==> src/rtl/fft8_ctrl_pkg.sv <==
// Shared types and helpers for the 8-point radix-2 DIT FFT stage sequencer.
// Contents: FSM state enum, butterfly address record, write-back/output tag,
// bit-reverse helper and the per-stage butterfly address generator.
package fft8_ctrl_pkg;

    localparam int unsigned N_POINTS = 8;
    localparam int unsigned LOG2N    = 3;

    typedef enum logic [2:0] {
        ST_IDLE,
        ST_LOAD,
        ST_COMPUTE,
        ST_DRAIN,
        ST_OUTPUT
    } state_t;

    // Addresses for one butterfly: top, bottom and twiddle index k of W8^k
    typedef struct packed {
        logic [2:0] a;
        logic [2:0] b;
        logic [1:0] tw;
    } bf_addr_t;

    // Tag carried through the control delay lines
    typedef struct packed {
        logic       valid;
        logic [2:0] addr;
    } ctrl_tag_t;

    function automatic logic [2:0] bitrev3(input logic [2:0] n);
        return {n[0], n[1], n[2]};
    endfunction

    // In-place DIT addressing: groups of 2*span, butterfly pos inside group
    function automatic bf_addr_t bf_addr(input logic [1:0] stage, input logic [1:0] bfly);
        logic [2:0] span;
        logic [2:0] pos;
        logic [2:0] grp;
        bf_addr_t   r;
        span = 3'd1 << stage;
        pos  = {1'b0, bfly} & (span - 3'd1);
        grp  = {1'b0, bfly} >> stage;
        r.a  = (grp << (stage + 2'd1)) | pos;
        r.b  = r.a + span;
        r.tw = 2'(pos << (2'd2 - stage));
        return r;
    endfunction

endpackage

==> src/rtl/ctrl_delay_line.sv <==
// Fixed-depth shift register for control tags, cleared asynchronously.
// Ports: clk, rst_n (async active-low clear), din (WIDTH), dout (din delayed
// by exactly DEPTH clock edges).
module ctrl_delay_line #(
    parameter int unsigned WIDTH = 4,
    parameter int unsigned DEPTH = 1
) (
    input  logic             clk,
    input  logic             rst_n,
    input  logic [WIDTH-1:0] din,
    output logic [WIDTH-1:0] dout
);

    logic [WIDTH-1:0] pipe [DEPTH];

    // Shift one slot per cycle
    always_ff @(posedge clk or negedge rst_n) begin
        if (!rst_n) begin
            for (int i = 0; i < int'(DEPTH); i++) begin
                pipe[i] <= '0;
            end
        end else begin
            pipe[0] <= din;
            for (int i = 1; i < int'(DEPTH); i++) begin
                pipe[i] <= pipe[i-1];
            end
        end
    end

    assign dout = pipe[DEPTH-1];

endmodule

==> src/rtl/fft8_stage_sequencer.sv <==
// Control sequencer for an 8-point radix-2 DIT FFT sharing one butterfly.
// Ports:
//   CLK, RST (async active-low), Start            - control
//   IN_Valid / IN_Ready, MEM_Wr_En / MEM_Wr_Addr  - bit-reversed input load
//   MEM_Rd_En, MEM_Rd_Addr_A/B, TW_Idx, OP_Sel,
//   Stage                                         - butterfly issue
//   WB_En, WB_Addr                                - delayed datapath write-back
//   OUT_Ready / OUT_Valid, OUT_Idx                - natural-order readout
//   Busy, Done                                    - status
module fft8_stage_sequencer
    import fft8_ctrl_pkg::*;
#(
    parameter int unsigned RD_LATENCY     = 1,
    parameter int unsigned MUL_LATENCY    = 2,
    parameter int unsigned ADDSUB_LATENCY = 1
) (
    input  logic       CLK,
    input  logic       RST,
    input  logic       Start,
    input  logic       IN_Valid,
    output logic       IN_Ready,
    output logic       MEM_Wr_En,
    output logic [2:0] MEM_Wr_Addr,
    output logic       MEM_Rd_En,
    output logic [2:0] MEM_Rd_Addr_A,
    output logic [2:0] MEM_Rd_Addr_B,
    output logic [1:0] TW_Idx,
    output logic       OP_Sel,
    output logic [1:0] Stage,
    output logic       WB_En,
    output logic [2:0] WB_Addr,
    input  logic       OUT_Ready,
    output logic       OUT_Valid,
    output logic [2:0] OUT_Idx,
    output logic       Busy,
    output logic       Done
);

    localparam int unsigned PIPE_LAT   = RD_LATENCY + MUL_LATENCY + ADDSUB_LATENCY;
    localparam logic [2:0]  CNT_LAST   = 3'(N_POINTS - 1);
    localparam logic [2:0]  DRAIN_LAST = 3'(PIPE_LAT - 1);
    localparam logic [1:0]  STAGE_LAST = 2'(LOG2N - 1);

    state_t     state_q, state_d;
    logic [2:0] cnt_q, cnt_d;       // load n / issue c / drain d / output k
    logic [1:0] stage_q, stage_d;
    logic       out_all_q, out_all_d;
    logic       done_q, done_d;

    ctrl_tag_t  wb_in, wb_out;
    ctrl_tag_t  ov_in, ov_out;
    bf_addr_t   bf;
    logic       issue_out;
    logic       last_out;

    assign bf        = bf_addr(stage_q, cnt_q[2:1]);
    assign issue_out = (state_q == ST_OUTPUT) && OUT_Ready && !out_all_q;
    assign last_out  = (state_q == ST_OUTPUT) && ov_out.valid && (ov_out.addr == CNT_LAST);

    // State and counter registers
    always_ff @(posedge CLK or negedge RST) begin
        if (!RST) begin
            state_q   <= ST_IDLE;
            cnt_q     <= '0;
            stage_q   <= '0;
            out_all_q <= 1'b0;
            done_q    <= 1'b0;
        end else begin
            state_q   <= state_d;
            cnt_q     <= cnt_d;
            stage_q   <= stage_d;
            out_all_q <= out_all_d;
            done_q    <= done_d;
        end
    end

    // Next-state, counters and issue-side outputs
    always_comb begin
        state_d       = state_q;
        cnt_d         = cnt_q;
        stage_d       = stage_q;
        out_all_d     = out_all_q;
        done_d        = 1'b0;
        IN_Ready      = 1'b0;
        MEM_Wr_En     = 1'b0;
        MEM_Wr_Addr   = '0;
        MEM_Rd_En     = 1'b0;
        MEM_Rd_Addr_A = '0;
        MEM_Rd_Addr_B = '0;
        TW_Idx        = '0;
        OP_Sel        = 1'b0;
        Stage         = '0;
        wb_in         = '0;
        ov_in         = '0;

        case (state_q)
            ST_IDLE: begin
                // done_q high means this is the Done cycle: a Start here is dropped
                if (Start && !done_q) begin
                    state_d   = ST_LOAD;
                    cnt_d     = '0;
                    stage_d   = '0;
                    out_all_d = 1'b0;
                end
            end

            ST_LOAD: begin
                IN_Ready = 1'b1;
                if (IN_Valid) begin
                    MEM_Wr_En   = 1'b1;
                    MEM_Wr_Addr = bitrev3(cnt_q);
                    if (cnt_q == CNT_LAST) begin
                        state_d = ST_COMPUTE;
                        cnt_d   = '0;
                        stage_d = '0;
                    end else begin
                        cnt_d = cnt_q + 3'd1;
                    end
                end
            end

            ST_COMPUTE: begin
                MEM_Rd_En     = 1'b1;
                MEM_Rd_Addr_A = bf.a;
                MEM_Rd_Addr_B = bf.b;
                TW_Idx        = bf.tw;
                OP_Sel        = cnt_q[0];
                Stage         = stage_q;
                wb_in.valid   = 1'b1;
                wb_in.addr    = cnt_q[0] ? bf.b : bf.a;
                if (cnt_q == CNT_LAST) begin
                    state_d = ST_DRAIN;
                    cnt_d   = '0;
                end else begin
                    cnt_d = cnt_q + 3'd1;
                end
            end

            ST_DRAIN: begin
                // Wait out the pipeline so the next stage never reads stale data
                Stage = stage_q;
                if (cnt_q == DRAIN_LAST) begin
                    cnt_d = '0;
                    if (stage_q == STAGE_LAST) begin
                        state_d = ST_OUTPUT;
                    end else begin
                        state_d = ST_COMPUTE;
                        stage_d = stage_q + 2'd1;
                    end
                end else begin
                    cnt_d = cnt_q + 3'd1;
                end
            end

            ST_OUTPUT: begin
                if (issue_out) begin
                    MEM_Rd_En     = 1'b1;
                    MEM_Rd_Addr_A = cnt_q;
                    ov_in.valid   = 1'b1;
                    ov_in.addr    = cnt_q;
                    if (cnt_q == CNT_LAST) begin
                        out_all_d = 1'b1;
                    end else begin
                        cnt_d = cnt_q + 3'd1;
                    end
                end
                if (last_out) begin
                    state_d   = ST_IDLE;
                    done_d    = 1'b1;
                    cnt_d     = '0;
                    stage_d   = '0;
                    out_all_d = 1'b0;
                end
            end

            default: begin
                state_d = ST_IDLE;
            end
        endcase
    end

    // Write-back strobe lands PIPE_LAT cycles after issue
    ctrl_delay_line #(
        .WIDTH($bits(ctrl_tag_t)),
        .DEPTH(PIPE_LAT)
    ) u_wb_dly (
        .clk  (CLK),
        .rst_n(RST),
        .din  (wb_in),
        .dout (wb_out)
    );

    // Output-valid follows the readout issue by the memory read latency
    ctrl_delay_line #(
        .WIDTH($bits(ctrl_tag_t)),
        .DEPTH(RD_LATENCY)
    ) u_ov_dly (
        .clk  (CLK),
        .rst_n(RST),
        .din  (ov_in),
        .dout (ov_out)
    );

    assign WB_En     = wb_out.valid;
    assign WB_Addr   = wb_out.addr;
    assign OUT_Valid = ov_out.valid;
    assign OUT_Idx   = ov_out.addr;
    assign Busy      = (state_q != ST_IDLE);
    assign Done      = done_q;

endmodule

==> config.mk <==
export PLATFORM = sky130hd
export DESIGN_NAME = fft8_stage_sequencer
export DESIGN_NICKNAME = d
export VERILOG_FILES = /design/src/rtl/fft8_ctrl_pkg.sv /design/src/rtl/ctrl_delay_line.sv /design/src/rtl/fft8_stage_sequencer.sv
export SDC_FILE = /design/constraint.sdc
export NUM_CORES = 1
export LEC_CHECK = 0
export BUFFER_PORTS_ARGS = -buffer_cell sky130_fd_sc_hd__buf_2
export CAP_MARGIN = 20
export CORE_AREA = 2 2 76 78
export CTS_CLUSTER_DIAMETER = 80
export DETAILED_ROUTE_END_ITERATION = 12
export DIE_AREA = 0 0 78 80
export GPL_ROUTABILITY_DRIVEN = 0
export MAX_ROUTING_LAYER = met4
export SYNTH_ARGS = -nofsm -noshare
export SYNTH_HDL_FRONTEND = slang
export SYNTH_HIERARCHICAL = 1
export SYNTH_SLANG_ARGS = --single-unit
==> constraint.sdc <==
create_clock -name CLK -period 5.95 [get_ports CLK]
set_clock_uncertainty 0.05 [all_clocks]
set_input_delay 0.2975 -clock CLK [delete_from_list [all_inputs] [get_ports CLK]]
set_output_delay 0.2975 -clock CLK [all_outputs]
set_load 0.02 [all_outputs]
==> summary.md <==
| Metric | Value |
|---|---|
| Outcome | finished clean |
| Largest net degree at the start of global routing | 31 |
| Worst Hold Slack | 0.207 ps |
| Routed WL | 3.26 mm |
| Vias in the first global route | between 1000 and 1500 |
| CP Launch Type | register |
| Slew Limit Headroom | 55.7% |
| Max Cap Viol | 0 |
| Fillcell total | roughly 580 |
| Cts hold-fix bufs | 0 |
| CP Max Fanout | 7 |
| Setup tns final | 0 ps |
| Initial DRC Count | 60 |
| CTS Buf Count | 5 |
| Drt drc | 0 |
| Worst min-delay path class | in2async |
| Largest family of logic cells by synthesized area | simple AND/OR/NAND/NOR gates |
| Worst Path Arrival | 2790 ps |
| Syn Nets | 158 |
| Final Hold Viols | 0 |
| GR Util All Layers | 12.1% |
| Commonest non-fill, non-tap cells in the layout | 31 x buf_2, 30 x dfrtp_1, 10 x nor2_1 |
| Final #Nets | 187 |
| First-pass GRT wire length | 5.52 mm |
| DR pass1 iterations | 4 |
| Worst Setup Slack, final | 2820 ps |
| Worst-margin pin slew | 665 ps |
| Synth Area in XOR/XNOR | 2.22% |
| Worst R2R Path Depth | 11 |
| Synth Cell Area | around 1600 um2 |
| Clk sink count | 30 |
| Antenna fix cells | 0 |
| Core area | 5410 um2 |
| Post-Syn Area per Cell | 11.0 um2 |
| Antenna viol nets, final | 0 |
| Leak | 0.952 nW |
| Synth Flop Type | dfrtp_1 |
| CTS max path bufs | 2 |
| Post_cts resized | 0 |
| Post-route insts no fill | 246 |
| Reg area | 751 um2 |
| Synthesis-stage register bit count | 30 |
| Die height | 80 um |
| Dpl cells | between 200 and 250 |
| Yosys warnings | 6 |
| # IOs | 32 |
| PD cells | 525 nW/um2 |
| Synth Area in Simple Gates | 21.7% |
| H-tree depth | 2 |
| Dpl hpwl | 2.42 mm |
| Fmax | 0.319 GHz |
| Initial core utilization | 29.2% |
| Peak supply drop | 0.196 mV |
| Clock Pin Slew Worst Setup and Hold Paths | around 70 ps |
| Per-cell routed wire length | around 13 um |
| Layout cells sized above 1 | 31.0% |
| Async SR Flop Fraction | 100% |
| Worst slack at placement | 3120 ps |
| Clock period minus worst slack | 3130 ps |
| Post-synthesis compound-gate area fraction | 10.1% |
| Vias/cell | 4.59 |
| CP Class | reg2out |
| Area occupied by multi-input gates | 733 um2 |
| Share of the yosys chip area belonging to registers | 47.5% |
| Setup bufs post-CTS | 0 |
| Worst skew pair latency | approximately 280 ps |
| Max Slew Vio Count | 0 |
| Syn Inst Count | 144 |
| Input/output buffers | 31 |
| Total Power | 0.000983 W |
| Grt total ovfl | 0 |
| Distinct cells, synth | 51 |
| Post-synth EDFFs | 0 |
| Die area | 6240 um2 |
| Final setup viols | 0 |
| Die extent in x | 78 um |
| Total number of vias | 1128 |
| CTS tree | yes |
| CP required | ~5600 ps |
| CP Capture Type | output pin |
| Mux contribution to synthesized area | between 4 and 5% |
| Synthesized-area fraction occupied by adder cells | 7.60% |
| Clock Tree Root | clkbuf_8 |
| Crit share post-route | 52.7% |
| Area Overhead vs Synth | 18.4% |
| Initial antenna violation count | 0 |
| Most common cell after layout, fill and taps aside | buf_2 |
| Rows | 27 |
| RSZ-0062 raised after global routing | no |
power breakdown:
part           internal [W]  leakage (nW)  total (W)  switching [W]
logic              0.000189         0.502   0.000451       0.000262
clock network      0.000123        0.0579   0.000198      0.0000750
registers          0.000267         0.391   0.000334      0.0000675
kinds of logic after synthesis:
group / count (synthesis)
adder cells (fa/ha/maj): 9
XOR/XNOR: 4
AND/OR/NAND/NOR: 54
AO/OA/AOI/OAI: 22
flip-flops: 30
multiplexers: 7
buffers and inverters: 18
state kept, by name, indices dropped and copies added, names as in the netlist:
register and cells:
stage_q 2, state_q 3, out_all_q 1, u_ov_dly/dout 4, u_wb_dly/pipe 12, u_wb_dly/dout 4
Done 1, cnt_q 3
metal layers:
metal / GRT usage [%] / vias to the layer above / share of wire (%)
met5: - / - / 0
met4: 4.74 / 0 / 1.6
met3: 4.30 / 6 / 4.0
met2: 17.0 / 26 / 45
met1: 15.9 / 545 / 49
li1: - / 551 / -
metrics by stage:
step | util, % | cell area [um2]
6_report | 34.6 | 1870
2_1_floorplan | - | 1580
3_5_place_dp | 32.6 | 1760
3_3_place_gp | 32.6 | 1760
5_1_grt | 34.6 | 1870
4_1_cts | 34.6 | 1870
cell usage after synthesis, drive strengths merged (2+ instances only):
library cell	number	area [um2]
o21bai	2	15.0
dfrtp	30	751
mux2i	2	20.0
nor3	2	10.0
buf	8	58.8
nor2	10	37.5
o21ai	4	20.0
and2	7	48.8
inv	9	33.8
ha	8	100
xnor2	3	26.3
nand4	2	12.5
and3	7	43.8
a21o	2	15.0
or3b	2	20.0
a22oi	2	20.0
mux2	5	56.3
a21oi	4	20.0
nand2	6	25.0
nand3	2	10.0
nor2b	3	18.8
nand2b	2	12.5
nor3b	5	53.8
cell type report:
| type | count | area share [%] |
|---|---|---|
| flip-flops and latches | 30 | 40.1 |
| clock buffers | 5 | 3.68 |
| clock inverters | 3 | 2.14 |
| inverters | 9 | 1.80 |
| repair buffers | 31 | 8.29 |
| multi-input cells | 96 | 39.2 |
| well taps | 72 | 4.81 |
critical path: stages, from the launching register on:
cell	delay [ps]
dfrtp_1	440
inv_1	150
ha_1	390
nand4bb_1	220
nand2_1	120
ha_1	140
inv_1	50
fa_1	390
xnor2_1	230
xor2_1	170
nor2_1	50
buf_2	160
worst paths after layout:
| kind | endpoint | slack, ps | start |
|---|---|---|---|
| setup / recovery | MEM_Rd_Addr_B[2] | 2820 | stage_q[0] |
| hold / removal | state_q[2] | 0.2 | RST |
| setup reg to reg | u_wb_dly/pipe[14] | 3350 | stage_q[0] |
| hold reg to reg | u_wb_dly/pipe[9] | 300 | u_wb_dly/pipe[13] |
| max in group asynchronous | u_wb_dly/pipe[14] | 5410 | RST |
| min in group CLK | u_ov_dly/dout[3] | 280 | OUT_Ready |
(Power assumes the default switching activity.)
